===== src/rtl/alu_ctrl_pkg.sv =====
// Shared types and constants for the ALU control-step sequencer: step encoding,
// opcode values, IR field positions and the opcode classifier.
package alu_ctrl_pkg;

    localparam int IR_OP_MSB  = 31;
    localparam int IR_OP_W    = 5;
    localparam int IR_RA_LSB  = 23;
    localparam int IR_RB_LSB  = 19;
    localparam int IR_RC_LSB  = 15;
    localparam int REG_IDX_W  = 4;

    typedef enum logic [3:0] {
        IDLE = 4'd0,
        T0   = 4'd1,
        T1   = 4'd2,
        T2   = 4'd3,
        T3   = 4'd4,
        T4   = 4'd5,
        T5   = 4'd6,
        T6   = 4'd7,
        ERR  = 4'd8
    } state_e;

    typedef enum logic [4:0] {
        OP_ADD  = 5'b00011,
        OP_SUB  = 5'b00100,
        OP_AND  = 5'b00101,
        OP_OR   = 5'b00110,
        OP_ROR  = 5'b00111,
        OP_ROL  = 5'b01000,
        OP_SHR  = 5'b01001,
        OP_SHRA = 5'b01010,
        OP_SHL  = 5'b01011,
        OP_MUL  = 5'b01111,
        OP_DIV  = 5'b10000,
        OP_NEG  = 5'b10001,
        OP_NOT  = 5'b10010
    } opcode_e;

    typedef enum logic [1:0] {
        CLS_ILLEGAL = 2'd0,
        CLS_BINARY  = 2'd1,
        CLS_UNARY   = 2'd2,
        CLS_MULDIV  = 2'd3
    } op_class_e;

    function automatic op_class_e op_class(input logic [IR_OP_W-1:0] op);
        case (op)
            OP_ADD, OP_SUB, OP_AND, OP_OR, OP_ROR,
            OP_ROL, OP_SHR, OP_SHRA, OP_SHL:  return CLS_BINARY;
            OP_NEG, OP_NOT:                   return CLS_UNARY;
            OP_MUL, OP_DIV:                   return CLS_MULDIV;
            default:                          return CLS_ILLEGAL;
        endcase
    endfunction

endpackage


===== src/rtl/alu_control_sequencer_if.sv =====
// Sequencer <-> datapath bundle: go/IR/mem_ready toward the sequencer, strobes back.
// MEM_WAIT_EN adds mem_ready.
interface alu_control_sequencer_if #(
    parameter int NREGS = 16,
    parameter int OPW   = 5
);
    logic              go;
    logic [31:0]       ir;
`ifdef MEM_WAIT_EN
    logic              mem_ready;
`endif
    logic              PCout, PCin, pc_increment, MARin;
    logic              read, MDRin, MDRout;
    logic              IRin, Yin, Zlowin, Zhighin, Zlowout, Zhighout, HIin, LOin;
    logic [NREGS-1:0]  reg_in;
    logic [NREGS-1:0]  reg_out;
    logic [OPW-1:0]    op_code;
    logic              done;
    logic              illegal;

    modport master (
        output go, ir,
`ifdef MEM_WAIT_EN
        output mem_ready,
`endif
        input  PCout, PCin, pc_increment, MARin, read, MDRin, MDRout,
        input  IRin, Yin, Zlowin, Zhighin, Zlowout, Zhighout, HIin, LOin,
        input  reg_in, reg_out, op_code, done, illegal
    );

    modport slave (
        input  go, ir,
`ifdef MEM_WAIT_EN
        input  mem_ready,
`endif
        output PCout, PCin, pc_increment, MARin, read, MDRin, MDRout,
        output IRin, Yin, Zlowin, Zhighin, Zlowout, Zhighout, HIin, LOin,
        output reg_in, reg_out, op_code, done, illegal
    );
endinterface


===== src/rtl/alu_control_sequencer_reg_sel_decoder.sv =====
// Register index to one-hot enable vector; all zeros when not enabled.
module reg_sel_decoder #(
    parameter int NREGS = 16
) (
    input  logic [$clog2(NREGS)-1:0] i_idx,
    input  logic                     i_en,
    output logic [NREGS-1:0]         o_onehot
);
    always_comb begin
        o_onehot = '0;
        if (i_en) o_onehot[i_idx] = 1'b1;
    end
endmodule


===== src/rtl/alu_control_sequencer.sv =====
// Fetch/execute control-step sequencer for register-to-register ALU instructions.
// Build option MEM_WAIT_EN: T1 waits for mem_ready before advancing.
//   state | meaning
//   IDLE  | waiting for go
//   T0-T2 | fetch: PC->MAR, memory read, MDR->IR
//   T3-T6 | execute: operand Y, ALU op, Z low / Z high write-back
//   ERR   | unsupported opcode, one-cycle illegal pulse
module alu_control_sequencer
    import alu_ctrl_pkg::*;
#(
    parameter int NREGS = 16,
    parameter int OPW   = 5
) (
    input  logic                   i_clk,
    input  logic                   i_clr,
    alu_control_sequencer_if.slave bus
);
    logic [3:0] r_state;
    logic [3:0] w_state_nxt;
    op_class_e  w_cls;
    logic       w_t0, w_t1, w_t2, w_t3, w_t4, w_t5, w_t6;
    logic       w_muldiv, w_unary, w_t1_adv;
    logic       w_unused_ir;

    assign w_cls    = op_class(bus.ir[IR_OP_MSB -: IR_OP_W]);
    assign w_muldiv = (w_cls == CLS_MULDIV);
    assign w_unary  = (w_cls == CLS_UNARY);

`ifdef MEM_WAIT_EN
    assign w_t1_adv = bus.mem_ready;
`else
    assign w_t1_adv = 1'b1;
`endif

    always_comb begin
        w_state_nxt = r_state;
        case (r_state)
            IDLE: if (bus.go) w_state_nxt = T0;
            T0:   w_state_nxt = T1;
            T1:   if (w_t1_adv) w_state_nxt = T2;
            T2: begin
                case (w_cls)
                    CLS_UNARY:              w_state_nxt = T4;
                    CLS_BINARY, CLS_MULDIV: w_state_nxt = T3;
                    default:                w_state_nxt = ERR;
                endcase
            end
            T3:   w_state_nxt = T4;
            T4:   w_state_nxt = T5;
            T5: begin
                if (w_muldiv)    w_state_nxt = T6;
                else if (bus.go) w_state_nxt = T0;
                else             w_state_nxt = IDLE;
            end
            T6:   w_state_nxt = bus.go ? T0 : IDLE;
            ERR:  w_state_nxt = IDLE;
            default: w_state_nxt = IDLE;
        endcase
    end

    always_ff @(posedge i_clk) begin
        if (i_clr) r_state <= IDLE;
        else       r_state <= w_state_nxt;
    end

    assign w_t0 = (r_state == T0);
    assign w_t1 = (r_state == T1);
    assign w_t2 = (r_state == T2);
    assign w_t3 = (r_state == T3);
    assign w_t4 = (r_state == T4);
    assign w_t5 = (r_state == T5);
    assign w_t6 = (r_state == T6);

    assign bus.PCout        = w_t0;
    assign bus.pc_increment = w_t0;
    assign bus.MARin        = w_t0;
    assign bus.PCin         = w_t1;
    assign bus.read         = w_t1;
    assign bus.MDRin        = w_t1;
    assign bus.MDRout       = w_t2;
    assign bus.IRin         = w_t2;
    assign bus.Yin          = w_t3;
    assign bus.Zlowin       = w_t0 | w_t4;
    assign bus.Zhighin      = w_t4;
    assign bus.Zlowout      = w_t1 | w_t5;
    assign bus.Zhighout     = w_t6;
    assign bus.HIin         = w_t6;
    assign bus.LOin         = w_t5 & w_muldiv;
    assign bus.done         = (w_t5 & ~w_muldiv) | w_t6;
    assign bus.illegal      = (r_state == ERR);
    assign bus.op_code      = w_t4 ? bus.ir[IR_OP_MSB -: OPW] : '0;

    // T4 drives Rc for binary ops but Rb for single-operand NEG/NOT
    reg_sel_decoder #(.NREGS(NREGS)) u_out_sel (
        .i_idx    ((w_t4 && !w_unary) ? bus.ir[IR_RC_LSB +: REG_IDX_W]
                                      : bus.ir[IR_RB_LSB +: REG_IDX_W]),
        .i_en     (w_t3 | w_t4),
        .o_onehot (bus.reg_out)
    );

    reg_sel_decoder #(.NREGS(NREGS)) u_in_sel (
        .i_idx    (bus.ir[IR_RA_LSB +: REG_IDX_W]),
        .i_en     (w_t5 & ~w_muldiv),
        .o_onehot (bus.reg_in)
    );

    assign w_unused_ir = ^bus.ir[IR_RC_LSB-1:0];

endmodule


===== src/flat_wrapper.sv =====
// flat-port wrapper written by rule: the top's interface ports become plain ports
module alu_control_sequencer_flat import alu_ctrl_pkg::*;
#(
    parameter int NREGS = 16,
    parameter int OPW   = 5
)
  (i_clk, i_clr, bus_go, bus_ir, bus_PCout, bus_PCin, bus_pc_increment, bus_MARin, bus_read, bus_MDRin, bus_MDRout, bus_IRin, bus_Yin, bus_Zlowin, bus_Zhighin, bus_Zlowout, bus_Zhighout, bus_HIin, bus_LOin, bus_reg_in, bus_reg_out, bus_op_code, bus_done, bus_illegal);
  alu_control_sequencer_if #(.NREGS(NREGS), .OPW(OPW)) bus_i ();
  input  logic i_clk;
  input  logic i_clr;
  input wire logic [$bits(bus_i.go)-1:0] bus_go;
  input wire logic [$bits(bus_i.ir)-1:0] bus_ir;
  output wire logic [$bits(bus_i.PCout)-1:0] bus_PCout;
  output wire logic [$bits(bus_i.PCin)-1:0] bus_PCin;
  output wire logic [$bits(bus_i.pc_increment)-1:0] bus_pc_increment;
  output wire logic [$bits(bus_i.MARin)-1:0] bus_MARin;
  output wire logic [$bits(bus_i.read)-1:0] bus_read;
  output wire logic [$bits(bus_i.MDRin)-1:0] bus_MDRin;
  output wire logic [$bits(bus_i.MDRout)-1:0] bus_MDRout;
  output wire logic [$bits(bus_i.IRin)-1:0] bus_IRin;
  output wire logic [$bits(bus_i.Yin)-1:0] bus_Yin;
  output wire logic [$bits(bus_i.Zlowin)-1:0] bus_Zlowin;
  output wire logic [$bits(bus_i.Zhighin)-1:0] bus_Zhighin;
  output wire logic [$bits(bus_i.Zlowout)-1:0] bus_Zlowout;
  output wire logic [$bits(bus_i.Zhighout)-1:0] bus_Zhighout;
  output wire logic [$bits(bus_i.HIin)-1:0] bus_HIin;
  output wire logic [$bits(bus_i.LOin)-1:0] bus_LOin;
  output wire logic [$bits(bus_i.reg_in)-1:0] bus_reg_in;
  output wire logic [$bits(bus_i.reg_out)-1:0] bus_reg_out;
  output wire logic [$bits(bus_i.op_code)-1:0] bus_op_code;
  output wire logic [$bits(bus_i.done)-1:0] bus_done;
  output wire logic [$bits(bus_i.illegal)-1:0] bus_illegal;
  assign bus_i.go = bus_go;
  assign bus_i.ir = bus_ir;
  assign bus_PCout = bus_i.PCout;
  assign bus_PCin = bus_i.PCin;
  assign bus_pc_increment = bus_i.pc_increment;
  assign bus_MARin = bus_i.MARin;
  assign bus_read = bus_i.read;
  assign bus_MDRin = bus_i.MDRin;
  assign bus_MDRout = bus_i.MDRout;
  assign bus_IRin = bus_i.IRin;
  assign bus_Yin = bus_i.Yin;
  assign bus_Zlowin = bus_i.Zlowin;
  assign bus_Zhighin = bus_i.Zhighin;
  assign bus_Zlowout = bus_i.Zlowout;
  assign bus_Zhighout = bus_i.Zhighout;
  assign bus_HIin = bus_i.HIin;
  assign bus_LOin = bus_i.LOin;
  assign bus_reg_in = bus_i.reg_in;
  assign bus_reg_out = bus_i.reg_out;
  assign bus_op_code = bus_i.op_code;
  assign bus_done = bus_i.done;
  assign bus_illegal = bus_i.illegal;
  alu_control_sequencer #(.NREGS(NREGS), .OPW(OPW)) u_core (.i_clk(i_clk), .i_clr(i_clr), .bus(bus_i));
endmodule

===== config.mk =====
export PLATFORM = sky130hd
export DESIGN_NAME = alu_control_sequencer_flat
export DESIGN_NICKNAME = d
export VERILOG_FILES = /design/src/rtl/alu_ctrl_pkg.sv /design/src/rtl/alu_control_sequencer_if.sv /design/src/rtl/alu_control_sequencer_reg_sel_decoder.sv /design/src/rtl/alu_control_sequencer.sv /design/src/flat_wrapper.sv
export SDC_FILE = /design/constraint.sdc
export NUM_CORES = 1
export LEC_CHECK = 0
export ABC_AREA = 1
export CELL_PAD_IN_SITES_DETAIL_PLACEMENT = 1
export CELL_PAD_IN_SITES_GLOBAL_PLACEMENT = 1
export CORE_MARGIN = 2
export CORE_UTILIZATION = 16
export CTS_CLUSTER_DIAMETER = 200
export DETAILED_ROUTE_END_ITERATION = 10
export GPL_TIMING_DRIVEN = 1
export HOLD_SLACK_MARGIN = 0.05
export PLACE_DENSITY_LB_ADDON = 0.12
export REMOVE_ABC_BUFFERS = 1
export SYNTH_ARGS = -nofsm -noshare
export SYNTH_HDL_FRONTEND = slang
export SYNTH_SLANG_ARGS = --single-unit

===== constraint.sdc =====
create_clock -name i_clk -period 2.13 [get_ports i_clk]
set_clock_uncertainty 0.15 [all_clocks]
set_input_delay 0.5325 -clock i_clk [delete_from_list [all_inputs] [get_ports i_clk]]
set_output_delay 0.5325 -clock i_clk [all_outputs]
set_load 0.01 [all_outputs]

==> flow_metrics.py <==
metrics = {
    "outcome": {
        "status": "finished, violations left",
        "failed_checks": "negative setup slack",
    },
    "drt": {
        "ant_nets": 0,
        "drt_iter0_drc": 29,
        "drtPass1Iterations": 4,
        "viasPerCell": 4.06,
        "wire_per_inst_um": 11.7,
        "vias": 1348,
        "drc_errors": 0,
        "totalWireLength_um": 3890,
    },
    "floorplan": {
        "die_area_um2": 5840,
        "io_pins": 89,
        "fp-row-count": 26,
        "core_um2": 5070,
        "start_util_pct": 16.5,
        "die_w_um": 76.4,
        "die_h_um": 76.4,
    },
    "clocking": {
        "cts_made_buffers": 3,
        "worstSkewPairLatency_ps": 220,
        "htreeDepth": 1,
        "clk_pin_slew_ps": 30,
        "cts_tree": "built",
        "postCtsHoldBufs": 0,
        "cts_buffer_depth": 2,
        "clock-sinks": 4,
        "root_buffer": "clkbuf_8",
    },
    "final_layout": {
        "design_area_um2": 2020,
        "top_register": "u_core.r_state",
        "final_common_cell": "buf_2",
        "largest_reg_flops": 4,
        "final_cell_mix": "34 x buf_2, 32 x nor2_1, 26 x buf_4",
        "largest_registers": "u_core.r_state: 4 flops",
        "final_util_pct": 39.7,
        "syn_to_final_growth_pct": 140,
        "final_nets": 299,
        "diodes": 0,
        "drive_gt1_share_pct": 61.1,
    },
    "setup_path": {
        "critPathRequiredTime_ps": 1450,
        "path_max_fanout": 5,
        "crit_path_end_kind": "output pin",
        "worstSetupStartpointType": "input port",
        "crit_type": "input port to output pin",
        "critPathArrivalTime_ps": 1810,
    },
    "timing": {
        "rsz0062_at_grt": "yes",
        "hold_viol": 0,
        "slew_violations": 0,
        "finalCritPeriodShare_pct": 117,
        "setup_ws_ps": -363,
        "maxSlewHeadroom_pct": 80.2,
        "finalSetupViolCount": 34,
        "fin_crit_ps": 2490,
        "worstMarginPinSlew_ps": 296,
        "max_freq_mhz": 401,
    },
    "synthesis": {
        "synthCells": 163,
        "synth-seq-cells": 4,
        "synth_flop_cell": "dfxtp_1",
        "synth.distinct_cells": 22,
        "yosys.area.top_type": "nor2_1",
        "syn-cell-area_um2": 840,
        "yosysTopAreaCellShare_pct": 23.7,
        "syn_area_per_cell_um2": 5.15,
        "yosysSeqAreaShare_pct": 9.54,
        "async_flop_share_pct": 0,
        "synth_warnings": 0,
        "synthTopCellsByArea": "nor2_1 24%, nand2_1 14%, inv_1 9.8%, dfxtp_1 9.5%, nand3_1 7.2%",
        "synth_edf_count": 0,
    },
    "placed_design": {
        "place_congestion": 0.775,
        "placed_area_um2": 1790,
        "hpwlAfterDp_um": 3120,
        "pre_cts_ws_ps": -1250,
        "port_buffers": 73,
    },
    "min_path": {
        "hp-class": "register to register",
    },
    "grt": {
        "grt_pass1_vias": 1387,
        "grt_overflow": 0,
        "grt_max_degree": 8,
        "grt_pass1_wl_um": 6500,
        "antenna_found_initial": 0,
        "grt_usage_pct": 13.3,
    },
    "power": {
        "power_density_nw_per_um2": 286,
        "leakagePower_nw": 1.03,
        "irDropWorstVdd_v": 0.000243,
    },
    "job": {
        "maxCapViolCount": 0,
    },
}
==> synth_stat cells (2+ instances only) <==
cell type	instances
dfxtp_1	4
buf_4	6
a21oi_1	3
nand3_2	3
nand2_2	8
nand2_4	2
inv_1	22
nor2_1	53
a21oi_2	2
nor3_1	4
inv_2	3
nand3b_1	2
nand3_1	12
nand2_1	31
==> area by class of cell <==
class | instances | area, µm²
Multi-Input combinational cell | 128 | 915
Inverter | 25 | 96.3
Tap cell | 70 | 87.6
Clock buffer | 3 | 41.3
Fill cell | 687 | 3060
Sequential cell | 4 | 81.3
Timing Repair Buffer | 102 | 795
==> critical path: stages <==
cell and delay [ps]:
buf_8 110, nor2_4 90, nand2_1 50, nand2_1 60, nand2_2 100, nand2_4 160, buf_6 120, nand3b_1 80
nand2_2 130, nand3_4 110, nor2_2 120, buf_2 130
==> cells by family (layout without fill, tap and decap cells) <==
family          count (synthesis)  count (layout)  synth area share, %
compound gates                  9               9                 7.75
simple gates                  119             119                 66.2
flops                           4               4                 9.54
buf+inv                        31             130                 16.5
==> stage by stage <==
stage                     setup TNS [ps]  cells  total power, mW  hold slack (ps)
after detailed placement          -43740    323            0.371              494
after CTS                         -10640    331            0.564              519
final                              -9580    332            0.576              521
after floorplan                     -731    157            0.204              378
after global placement            -43100    323            0.372              475
after global routing              -13330    332            0.618              576
==> path summary, 6_finish.rpt <==
kind | slack [ps] | startpoint | endpoint | cells past startpoint
worst max-delay path | -360 | bus_ir[29] | bus_reg_out[8] | 12
worst min-delay path | 520 | u_core.r_state[3] | u_core.r_state[0] | 4
worst max register to register | 580 | u_core.r_state[0] | u_core.r_state[0] | 10
worst min register to register | 520 | u_core.r_state[3] | u_core.r_state[0] | 4
==> per-layer routing <==
layer / up-vias / track usage (%) / wire (µm) / share of wire [%]
met2: 53 / 23.5 / 1960 / 50
met4: 0 / 1.64 / 0 / 0
met5: - / 0 / 0 / 0
met3: 0 / 4.50 / 301 / 7.7
li1: 698 / - / - / -
met1: 597 / 15.9 / 1630 / 42
==> power by group <==
| group | switching, mW | leakage (nW) | internal, mW |
|---|---|---|---|
| registers | 0.00565 | 0.0330 | 0.0831 |
| logic | 0.175 | 0.975 | 0.151 |
| clock network | 0.0400 | 0.0216 | 0.121 |
==> what timing repair did <==
| item | in CTS | in global routing |
|---|---|---|
| pin swaps | 30 | 27 |
| setup endpoints to repair | 55 | 51 |
| resized for setup | 251 | 45 |
| buffers inserted | 6 | 1 |
Note: power is estimated with default switching activity, not from simulation.
==> RTL edit 1: new RTL, same settings <==
`OPW` is set to 5 in 3 places; all go to 4.
--- a/src/rtl/alu_control_sequencer_if.sv
+++ b/src/rtl/alu_control_sequencer_if.sv
@@ -2,7 +2,7 @@
 // MEM_WAIT_EN adds mem_ready.
 interface alu_control_sequencer_if #(
     parameter int NREGS = 16,
-    parameter int OPW   = 5
+    parameter int OPW   = 4
 );
     logic              go;
     logic [31:0]       ir;
--- a/src/rtl/alu_control_sequencer.sv
+++ b/src/rtl/alu_control_sequencer.sv
@@ -9,7 +9,7 @@
     import alu_ctrl_pkg::*;
 #(
     parameter int NREGS = 16,
-    parameter int OPW   = 5
+    parameter int OPW   = 4
 ) (
     input  logic                   i_clk,
     input  logic                   i_clr,
--- a/src/flat_wrapper.sv
+++ b/src/flat_wrapper.sv
@@ -2,7 +2,7 @@
 module alu_control_sequencer_flat import alu_ctrl_pkg::*;
 #(
     parameter int NREGS = 16,
-    parameter int OPW   = 5
+    parameter int OPW   = 4
 )
   (i_clk, i_clr, bus_go, bus_ir, bus_PCout, bus_PCin, bus_pc_increment, bus_MARin, bus_read, bus_MDRin, bus_MDRout, bus_IRin, bus_Yin, bus_Zlowin, bus_Zhighin, bus_Zlowout, bus_Zhighout, bus_HIin, bus_LOin, bus_reg_in, bus_reg_out, bus_op_code, bus_done, bus_illegal);
   alu_control_sequencer_if #(.NREGS(NREGS), .OPW(OPW)) bus_i ();
Ports: changed (resized bus_op_code); port bits go from 89 to 88. No check against the original RTL was run, so the function may have changed too.
==> RTL edit 1 against the unedited design <==
The flow still finishes with violations (setup timing). Final area grew 10%. Power increased by 3.8%. Routed wire length up 4.1%. Non-clock buffer count grew 3. Area after synthesis fell by 0.89%. Sequential cell count is the same. Worst setup slack better by 0.028 ns. Fmax rose by 1.1%. Sequential share of layout area is 0.37 points lower.
==> RTL edit 1: results (changes against the unedited design) <==
metric	value	unit	change
fillcell total	657		-4.4%
failing checks	setup timing		
GRT Util Overall	13.7	%	+0.47 points
VDD IR max	444	uV	+83%
Synth area leaders	nor2_1 (23%), nand2_1 (14%), dfxtp_1 (9.6%)		
DRT iter0 DRCs	17		-41%
Antenna Cells	0		unchanged
Top FF cell, synth	dfxtp_1		
final hold violations	0		unchanged
Final HPWL DP	3010	um	-3.6%
sequential area share after synthesis	9.62	%	+0.086 points
HP Class	register to register		
Reg clk slew, reported paths	0.03	ns	about the same
worst slew pin tran	0.379	ns	+0.0831 ns
Critical Path Slowest Stage Cell	a21oi_4		
asr flop ratio synth	0	%	unchanged
IO buf count	72		-1.4%
crit-path max FO	4		-1
Final Net Count	301		+0.67%
pin count of the biggest net entering global routing	9		+1
largest delay contributor family on the critical path	buffers and inverters		
layout cells sized above 1	63.6	%	+2.6 points
CTS Hold Buffers Added	0		unchanged
vias per std cell	4.15		+2.3%
critical path's largest stage delay	0.19	ns	+0.03 ns
Leakage Power	1.06	nW	+3.3%
vias in the first global route	1443		+4.0%
setup violators final	33		-2.9%
Clk Tree Root Cell	clkbuf_8		
drt pass-1 iters	3		-1
antenna violations before repair	0		unchanged
Skew-Pair Late Insertion Delay	0.21	ns	
YS warnings	0		unchanged
Setup WS post-layout	-0.335	ns	+0.0283 ns
status	finished with violations		
routability cong.	0.734		-5.4%
Post-DP Area	1760	um^2	-1.4%
WL final	4050	um	+4.1%
post-synth cell types	22		unchanged
first-pass GRT wire length	6790	um	+4.5%
Post-synth top cells	nor2_1 (52), nand2_1 (31), inv_1 (21), nand3_1 (12), nand2_2 (8)		
RTL edit 1: where the power goes:
part / internal [mW] / leakage [nW] / switching (mW)
sequential: 0.0832 / 0.0330 / 0.00611
clock: 0.120 / 0.0216 / 0.0338
combinational: 0.166 / 1.01 / 0.189
total: 0.369 / 1.06 / 0.229
RTL edit 1: repair_timing:
item / 4_1_cts / 5_1_grt
endpoints found under the hold margin: 0 / 0
gates cloned: 1 / 0
setup buffers: 9 / 2
pin swaps: 32 / 14
resized for setup: 257 / 67
setup endpoints to repair: 53 / 48
RTL edit 1: path summary, 6_finish.rpt:
path,startpoint,end,slack [ns],depth (start not counted)
worst max-delay path,bus_ir[28],bus_reg_out[8],-0.33,11
worst min-delay path,u_core.r_state[3],u_core.r_state[0],0.51,4
worst max register to register,u_core.r_state[1],u_core.r_state[0],0.68,10
worst min register to register,u_core.r_state[3],u_core.r_state[0],0.51,4
RTL edit 1: logic make-up (layout without fill, tap and decap cells):
logic type             Yosys count  in the layout  synth area share, %
buffers and inverters           30            132                 16.2
and+or+nand+nor                118            119                 66.3
DFF                              4              4                 9.62
AOI/OAI and AO/OA                9              9                 7.82
RTL edit 1: final cells by class:
class / count / area share (%)
multi-input cells: 128 / 47.7
repair buffers: 105 / 38.6
inverters: 24 / 4.17
well taps: 70 / 3.94
flip-flops and latches: 4 / 3.66
clock buffers: 3 / 1.86
RTL edit 1: stage by stage:
step                cells  setup slack [ns]  hold WS, ns  setup TNS, ns  util [%]
finish                334            -0.335        0.511          -9.72      43.8
global route          334            -0.449        0.557         -12.92      43.8
CTS                   332            -0.305        0.468          -9.22      39.1
detailed placement    319             -1.27        0.467         -42.86      34.7
global placement      319             -1.28        0.464         -42.75      34.7
floorplan             155           -0.0329        0.378         -0.731         -
RTL edit 1: tightest hold or removal path: cells and delay by family (launching register included):
kind	cells	cell delay, ns
flops	1	0.33
compound gates	1	0.05
buf+inv	2	0.18
simple gates	1	0.06
RTL edit 1: routing by layer:
metal / global-route usage [%] / up-vias / routed length [um]
met2: 23.8 / 46 / 1980
met5: 0 / - / 0
met3: 3.44 / 2 / 228
met1: 18.0 / 629 / 1840
li1: - / 710 / -
met4: 1.09 / 0 / 6
==> RTL edit 2: new RTL, config.mk and constraints unchanged <==
Made on the original files. Add an input register stage for `i_clr`; this delays it by one clock. The other inputs are not delayed to match.
--- a/src/rtl/alu_control_sequencer.sv
+++ b/src/rtl/alu_control_sequencer.sv
@@ -15,6 +15,13 @@
     input  logic                   i_clr,
     alu_control_sequencer_if.slave bus
 );
+
+    logic i_clr_q;
+
+    always_ff @(posedge i_clk) begin
+        i_clr_q <= i_clr;
+    end
+
     logic [3:0] r_state;
     logic [3:0] w_state_nxt;
     op_class_e  w_cls;
@@ -59,7 +66,7 @@
     end
 
     always_ff @(posedge i_clk) begin
-        if (i_clr) r_state <= IDLE;
+        if (i_clr_q) r_state <= IDLE;
         else       r_state <= w_state_nxt;
     end
 
Check against the original RTL: not equivalent (Yosys sat finds a counterexample within 4 cycles, from zero or initial values).
==> RTL edit 2 against the unedited design <==
The flow still finishes with violations (setup timing). Sequential power rose by 24%. Combinational power fell by 6.4%. Largest power group unchanged. Final area rose by 3.4%. Global-route usage fell by 0.42 points. Power rose by 2.6%. Worst setup slack improved by 0.019 ns. Routed wire length fell by 0.15%. Area after synthesis rose by 0.15%. Critical path type unchanged. Sequential cell count rose by 1. Via count rose by 5.4%.
==> RTL edit 2: results (changes against the unedited design) <==
metric	value	unit	change
status	finished with violations		
failing checks	setup timing		
setup slack, reg-to-reg	0.63	ns	+0.05 ns
PD cells	284	nW/um^2	-0.73%
post-place setup slack	-1.20	ns	+0.0534 ns
CTS Buffer Depth	2		unchanged
pin count of the biggest net entering global routing	9		+1
Critical Path Slowest Stage Cell	buf_4		
Synth area leaders	nor2_1 (24%), nand2_1 (15%), inv_1 (13%)		
Yosys reg bits	5		+1
crit-path max FO	8		+3
worst hold path startpoint	u_core.i_clr_q		
Setup WS post-layout	-0.344	ns	+0.0194 ns
Post-DP Area	1770	um^2	-0.77%
layout cells sized above 1	57.7	%	-3.4 points
Clk pwr share	29.6	%	+1.7 points
Worst Setup SP	bus_ir[29]		
vias	1421		+5.4%
Final HPWL DP	3070	um	-1.5%
Comb pwr share	51.8	%	-4.9 points
hold path endpoint	u_core.r_state[1]		
Int Pwr	0.375	mW	+5.7%
setup violators final	34		unchanged
first-pass GRT wire length	6310	um	-3.0%
critical path capture point	bus_reg_out[9]		
Leakage Power	1.10	nW	+7.1%
Min-Delay Path Depth	1		-3
Worst Path Arrival	1.79	ns	-0.02 ns
Final Net Count	310		+3.7%
routed len/inst	11.3	um	-3.6%
Syn Inst Count	167		+2.5%
normalized max-slew margin	79.7	%	-0.47 points
DRT iter0 DRCs	20		-31%
H-tree levels	1		unchanged
Inst Count DP	325		+0.62%
worst r2r src	u_core.r_state[2]		
antenna violations before repair	0		unchanged
GRT Util Overall	12.8	%	-0.42 points
routability cong.	0.711		-8.3%
vias in the first global route	1468		+5.8%
Largest regs	u_core.r_state (4), u_core.i_clr_q (1)		
VDD IR max	129	uV	-47%
post-route setup TNS	-8.98	ns	+0.606 ns
-- RTL edit 2: per-layer routing --
metal	GRT usage (%)	routed length [um]	vias to the layer above
met5	0	0	-
met3	2.13	186	5
met2	24.9	2000	48
met4	3.82	41	0
li1	-	-	722
met1	14.2	1660	646
-- RTL edit 2: area by class of cell --
| class | instances | area, um^2 |
|---|---|---|
| sequential | 5 | 101 |
| fill | 684 | 2990 |
| multi-input combinational | 127 | 916 |
| clock buffer | 4 | 45.0 |
| inverter | 29 | 114 |
| tap | 70 | 87.6 |
| timing repair buffer | 109 | 820 |
-- RTL edit 2: cells by family (layout without fill, tap and decap cells) --
logic type | count (synthesis) | count (layout) | synth area share [%]
and+or+nand+nor | 119 | 119 | 63.4
buffers and inverters | 35 | 142 | 18.3
DFF | 5 | 5 | 11.9
AOI/OAI and AO/OA | 8 | 8 | 6.40
-- RTL edit 2: timing repair --
item	CTS	global route
cloned	0	0
setup endpoints to repair	56	42
resized for setup	252	57
pin swaps	38	24
buffers inserted	11	5
